===== config.mk =====
export PLATFORM = sky130hd
export DESIGN_NAME = id_issue_queue
export DESIGN_NICKNAME = d
export VERILOG_FILES = /design/src/rtl/id_issue_queue.sv
export SDC_FILE = /design/constraint.sdc
export NUM_CORES = 1
export LEC_CHECK = 0
export BUFFER_PORTS_ARGS = -buffer_cell sky130_fd_sc_hd__clkbuf_2
export CAP_MARGIN = 20
export CORE_MARGIN = 2
export CORE_UTILIZATION = 47
export CTS_CLUSTER_SIZE = 12
export DETAILED_ROUTE_END_ITERATION = 10
export PLACE_DENSITY = 0.82
export SYNTH_ARGS = -nofsm -noshare
export SYNTH_HDL_FRONTEND = slang
export SYNTH_SLANG_ARGS = --single-unit
export TNS_END_PERCENT = 50

===== constraint.sdc =====
create_clock -name clk -period 4.4 [get_ports clk]
set_input_delay 0.22 -clock clk [delete_from_list [all_inputs] [get_ports clk]]
set_output_delay 0.22 -clock clk [all_outputs]
set_load 0.02 [all_outputs]

===== src/rtl/id_issue_queue.sv =====
// rtl/id_issue_queue.sv - in-order decode-to-issue queue with side-unit dispatch
// Head entry dispatches to its side unit first, then issues to EX once that dispatch completes.
module id_issue_queue #(
  parameter int PAYLOAD_W = 128,
  parameter int DEPTH     = 2,
  parameter int NUM_FU    = 3
) (
  input  logic                         clk,
  input  logic                         reset_n,
  input  logic                         flush,
  input  logic                         valid_in,
  output logic                         ready_out,
  input  logic [PAYLOAD_W-1:0]         payload_in,
  input  logic [NUM_FU-1:0]            fu_sel_in,
  input  logic                         serialize_in,
  output logic                         valid_out,
  input  logic                         ready_in,
  output logic [PAYLOAD_W-1:0]         payload_out,
  output logic [NUM_FU-1:0]            fu_sel_out,
  output logic [NUM_FU-1:0]            fu_valid_out,
  input  logic [NUM_FU-1:0]            fu_ready_in,
  output logic [$clog2(DEPTH+1)-1:0]   count
);

  localparam int PTR_W = $clog2(DEPTH);
  localparam int CNT_W = $clog2(DEPTH+1);
  localparam logic [CNT_W-1:0] FULL_CNT = CNT_W'(DEPTH);

  logic [PAYLOAD_W-1:0] payload_mem [DEPTH];
  logic [NUM_FU-1:0]    sel_mem     [DEPTH];
  logic [NUM_FU-1:0]    pending     [DEPTH];
  logic [DEPTH-1:0]     ser_bits;
  logic [PTR_W-1:0]     wr_ptr;
  logic [PTR_W-1:0]     rd_ptr;
  logic [CNT_W-1:0]     occ;

  logic                 empty;
  logic                 full;
  logic                 ser_block;
  logic [NUM_FU-1:0]    sel_onehot;
  logic [NUM_FU-1:0]    head_pending;
  logic [NUM_FU-1:0]    fire;
  logic                 accept;
  logic                 pop;

  assign empty        = (occ == '0);
  assign full         = (occ == FULL_CNT);
  // Serialize bits are cleared on pop, so the block holds through the popping cycle.
  assign ser_block    = |ser_bits;
  assign sel_onehot   = fu_sel_in & (~fu_sel_in + NUM_FU'(1));
  assign head_pending = pending[rd_ptr];
  assign fire         = fu_valid_out & fu_ready_in;

  assign ready_out    = reset_n && !full && !ser_block && !flush;
  assign fu_valid_out = (!empty && !flush) ? head_pending : '0;
  assign valid_out    = !empty && !flush && ((head_pending & ~fire) == '0);
  assign payload_out  = empty ? '0 : payload_mem[rd_ptr];
  assign fu_sel_out   = empty ? '0 : sel_mem[rd_ptr];
  assign count        = occ;

  assign accept       = valid_in && ready_out;
  assign pop          = valid_out && ready_in;

  always_ff @(posedge clk) begin
    if (accept) begin
      payload_mem[wr_ptr] <= payload_in;
      sel_mem[wr_ptr]     <= sel_onehot;
    end
  end

  always_ff @(posedge clk or negedge reset_n) begin
    if (!reset_n) begin
      wr_ptr   <= '0;
      rd_ptr   <= '0;
      occ      <= '0;
      ser_bits <= '0;
      for (int i = 0; i < DEPTH; i++) pending[i] <= '0;
    end else if (flush) begin
      wr_ptr   <= '0;
      rd_ptr   <= '0;
      occ      <= '0;
      ser_bits <= '0;
      for (int i = 0; i < DEPTH; i++) pending[i] <= '0;
    end else begin
      if (!empty) pending[rd_ptr] <= head_pending & ~fire;
      if (pop) begin
        rd_ptr           <= rd_ptr + PTR_W'(1);
        ser_bits[rd_ptr] <= 1'b0;
        pending[rd_ptr]  <= '0;
      end
      if (accept) begin
        wr_ptr           <= wr_ptr + PTR_W'(1);
        ser_bits[wr_ptr] <= serialize_in;
        pending[wr_ptr]  <= sel_onehot;
      end
      if (accept && !pop)      occ <= occ + CNT_W'(1);
      else if (pop && !accept) occ <= occ - CNT_W'(1);
    end
  end

endmodule


==> impl_results.rst <==
.. list-table::
   :header-rows: 1

   * - Metric
     - Value
   * - Startpoint Class
     - register
   * - Pwr Density
     - 387 nW/um^2
   * - Deepest level of the CTS H-tree
     - 1
   * - Count of endpoints failing setup in the final report
     - 0
   * - Min Tclk post-route
     - 3.12 ns
   * - Number of global-route vias before repair
     - 6,567
   * - Relative area change from synthesis to final layout
     - 37.7%
   * - Total routed wirelength
     - 23.1 mm
   * - Wire length of the first global-routing pass
     - 34.1 mm
   * - HPWL reported at the end of detailed placement
     - 13.2 mm
   * - Kind of end point of the critical path
     - primary output
   * - Hold violation total from the final report
     - 0
   * - Worst slew margin
     - 39.4%
   * - Number of hold buffers added after cts
     - 131
   * - # resized after CTS
     - 0
   * - Worst-case hold slack
     - 0.0705 ns
   * - Cell type with the highest aggregate area in the netlist
     - sky130_fd_sc_hd__edfxtp_1
   * - Number of sinks handled by clock tree synthesis
     - 274
   * - Buf+Inv Stages, Crit Path
     - 3
   * - Leftover overflow at the end of global routing
     - 0
   * - Standard cell core area
     - 20,900 um^2
   * - Routed length per placed instance
     - 19.0 um
   * - Count of max-cap constraint violations
     - 0
   * - TritonRoute pass-1 iters
     - 4
   * - Final-report max-slew violation count
     - 0
   * - Vertical die dimension
     - 150 um
   * - Total power
     - 5.31 mW
   * - I/O pin cnt
     - 278
   * - Number of distinct library cells after synthesis
     - 37
   * - Synth Instances
     - 521
   * - Layout cells sized above 1
     - 34.4%
   * - Final Skew
     - 0.0104 ns
   * - Top post-synthesis cells by area
     - sky130_fd_sc_hd__edfxtp_1, sky130_fd_sc_hd__a22o_1, sky130_fd_sc_hd__dfrtp_1
   * - Yosys Warn Count
     - 0
   * - Share of synthesized registers carrying an async set or reset
     - 4.38%
   * - Number of buffers inserted by port buffering
     - 277
   * - RSZ-0062 raised after global routing
     - false
   * - Bufs on Longest Clock Path
     - 3
   * - Critical path arrival
     - 2.90 ns
   * - Category of the critical setup timing path
     - register to primary output
   * - Syn Area/Cell
     - 19.1 um^2
   * - Core occupancy in the finished layout
     - 65.7%
   * - Most used DFF post-synth
     - sky130_fd_sc_hd__edfxtp_1
   * - Register bit total from synthesis
     - 274
   * - Residual DRC count
     - 0
   * - Die Wd
     - 150 um
   * - Buffer cell driving the clock tree root
     - sky130_fd_sc_hd__clkbuf_16
   * - Largest voltage drop on the vdd net
     - 0.327 mV
   * - Fmax
     - 320 MHz
   * - Antenna violations before repair
     - 1
   * - Antenna-violating nets left
     - 0
   * - Slowest stage delay, CP
     - 0.61 ns
   * - Setup Fix Bufs, Post-CTS
     - 0
   * - CP cell instances
     - inv_1, nor2_4, buf_4, a22o_1, clkbuf_2
   * - Cell Rows
     - 53
   * - Type of the worst min-delay path
     - primary input to register
   * - Netlist Area Pre-Place
     - 9960 um^2
   * - Cell with the largest stage delay on the worst path
     - sky130_fd_sc_hd__nor2_4
   * - Iteration-0 DRC count of the detailed router
     - 397
   * - Critical path fanouts, max
     - 48
   * - Leakage component of the power
     - 5.33 nW
   * - Fraction of the cycle the final worst path needs
     - 71.0%
   * - Number of buffers added by the clock tree synthesis step
     - 27
   * - Number of enable-type register cells in the synthesized netlist
     - 262
   * - Most frequent standard cell in the layout excluding fill and tap cells
     - sky130_fd_sc_hd__clkbuf_2
   * - Highest-count cells in the layout ignoring fill and taps
     - sky130_fd_sc_hd__clkbuf_2, sky130_fd_sc_hd__edfxtp_1, sky130_fd_sc_hd__a22o_1, sky130_fd_sc_hd__dlygate4sd3_1, sky130_fd_sc_hd__clkbuf_16
   * - Largest net degree at the start of global routing
     - 108
   * - Share of the yosys chip area belonging to registers
     - 82.0%
   * - Critical Path RT
     - 4.18 ns
   * - Run status
     - finished clean
   * - Area share of the leading cell type in the synthesized netlist
     - 79.0%
   * - Nets in the synthesized netlist
     - 661
   * - Clock-pin slew on the worst setup and hold paths
     - 0.06 ns
   * - CTS tree
     - built
   * - Top cell family by delay on the critical path
     - buffers and inverters
   * - Detailed-route vias per instance
     - 5.31
   * - Global placement routability congestion
     - 0.837
   * - Starting density of the core
     - 47.7%
   * - Die Area
     - 22,400 um^2
   * - Transition time of the tightest slew-check pin
     - 0.910 ns
   * - Setup TNS Final
     - 0 ns
   * - Total routing resource utilization after global routing
     - 19.7%
   * - Clock insertion delay at the later pin of the skew report
     - 0.52 ns
   * - Layout net count
     - 1,071
   * - Via total after detailed routing
     - 6,448
## kinds of logic (layout without fill, tap and decap cells)
family          after synthesis  in the layout  synth area share [%]
flops                       274            274                  82.0
buf+inv                      46            463                  1.82
simple gates                 39             39                  2.05
other cells                   0              2                     0
compound gates              157            157                  13.6
mux                           5              5                 0.603
## routing by layer
metal | GRT usage (%) | vias up | share of wire [%]
li1 | - | 2981 | -
met1 | 22.8 | 3127 | 36
met2 | 36.3 | 278 | 54
met3 | 4.18 | 62 | 6.3
met4 | 6.86 | 0 | 3.7
met5 | 0 | - | 0
## worst register-to-register path, cell delays in order (launching register included)
cell                         delay, ns
sky130_fd_sc_hd__dfrtp_1          0.39
sky130_fd_sc_hd__or4b_4           0.54
sky130_fd_sc_hd__or4_4            0.56
sky130_fd_sc_hd__clkinvlp_4       0.47
sky130_fd_sc_hd__buf_12           0.34
## flip-flops by register name, indices dropped and copies added, names as in the netlist
| name | cells |
|---|---|
| count | 2 |
| payload_mem | 256 |
| pending | 6 |
| rd_ptr | 1 |
| sel_mem | 6 |
| ser_bits | 2 |
| wr_ptr | 1 |
## where the power goes
| group | switching [mW] | internal [mW] |
|---|---|---|
| sequential | 0.0167 | 2.92 |
| combinational | 0.226 | 0.199 |
| clock | 0.852 | 1.09 |
| total | 1.09 | 4.21 |
## metrics by stage
stage / setup WS, ns / area, um^2 / std cells
finish: 1.28 / 13700 / 1215
global placement: 1.58 / 11700 / 1046
CTS: 1.26 / 13700 / 1213
detailed placement: 1.55 / 11700 / 1046
floorplan: 0.239 / 9970 / 521
global route: 1.06 / 13700 / 1214
## cells in the mapped netlist (all sizes together), types with 2 or more instances
master   instances
a21oi            3
a22o           131
a41o             3
buf              2
clkbuf          33
dfrtp           12
edfxtp         262
inv             11
mux2             2
mux2i            3
nand2            7
nand2b           3
nor2            17
o2111ai          3
o21ai            2
o21bai           2
o22ai            2
o41ai            5
or4              3
## cell type report
cell class                      count  area, um^2
Inverter                           11        47.5
Multi-Input combinational cell    201        1630
Antenna cell                        2        5.00
Tap cell                          275         344
Clock inverter                      4        16.3
Timing Repair Buffer              416        2820
Fill cell                        1356        7160
Clock buffer                       32         694
Sequential cell                   274        8170
## worst paths after layout
| kind | start | to | slack [ns] | cells after the start |
|---|---|---|---|---|
| worst max register to register | ser_bits[1]$_DFF_PN0_ | payload_mem[0][108]$_DFFE_PP_ | 1.70 | 4 |
| worst min register to register | pending[1]$_DFF_PN0_ | pending[1]$_DFF_PN0_ | 0.52 | 1 |
| worst min-delay path | fu_sel_in[2] | sel_mem[0][2]$_DFFE_PP_ | 0.07 | 3 |
| worst max-delay path | rd_ptr$_DFFE_PN0P_ | payload_out[100] | 1.28 | 5 |
| max in group asynchronous | reset_n | pending[1]$_DFF_PN0_ | 4.01 | 2 |
| min in group asynchronous | reset_n | count[0]$_DFFE_PN0P_ | 0.15 | 2 |
No activity file was read; power rests on OpenSTA's default activity.
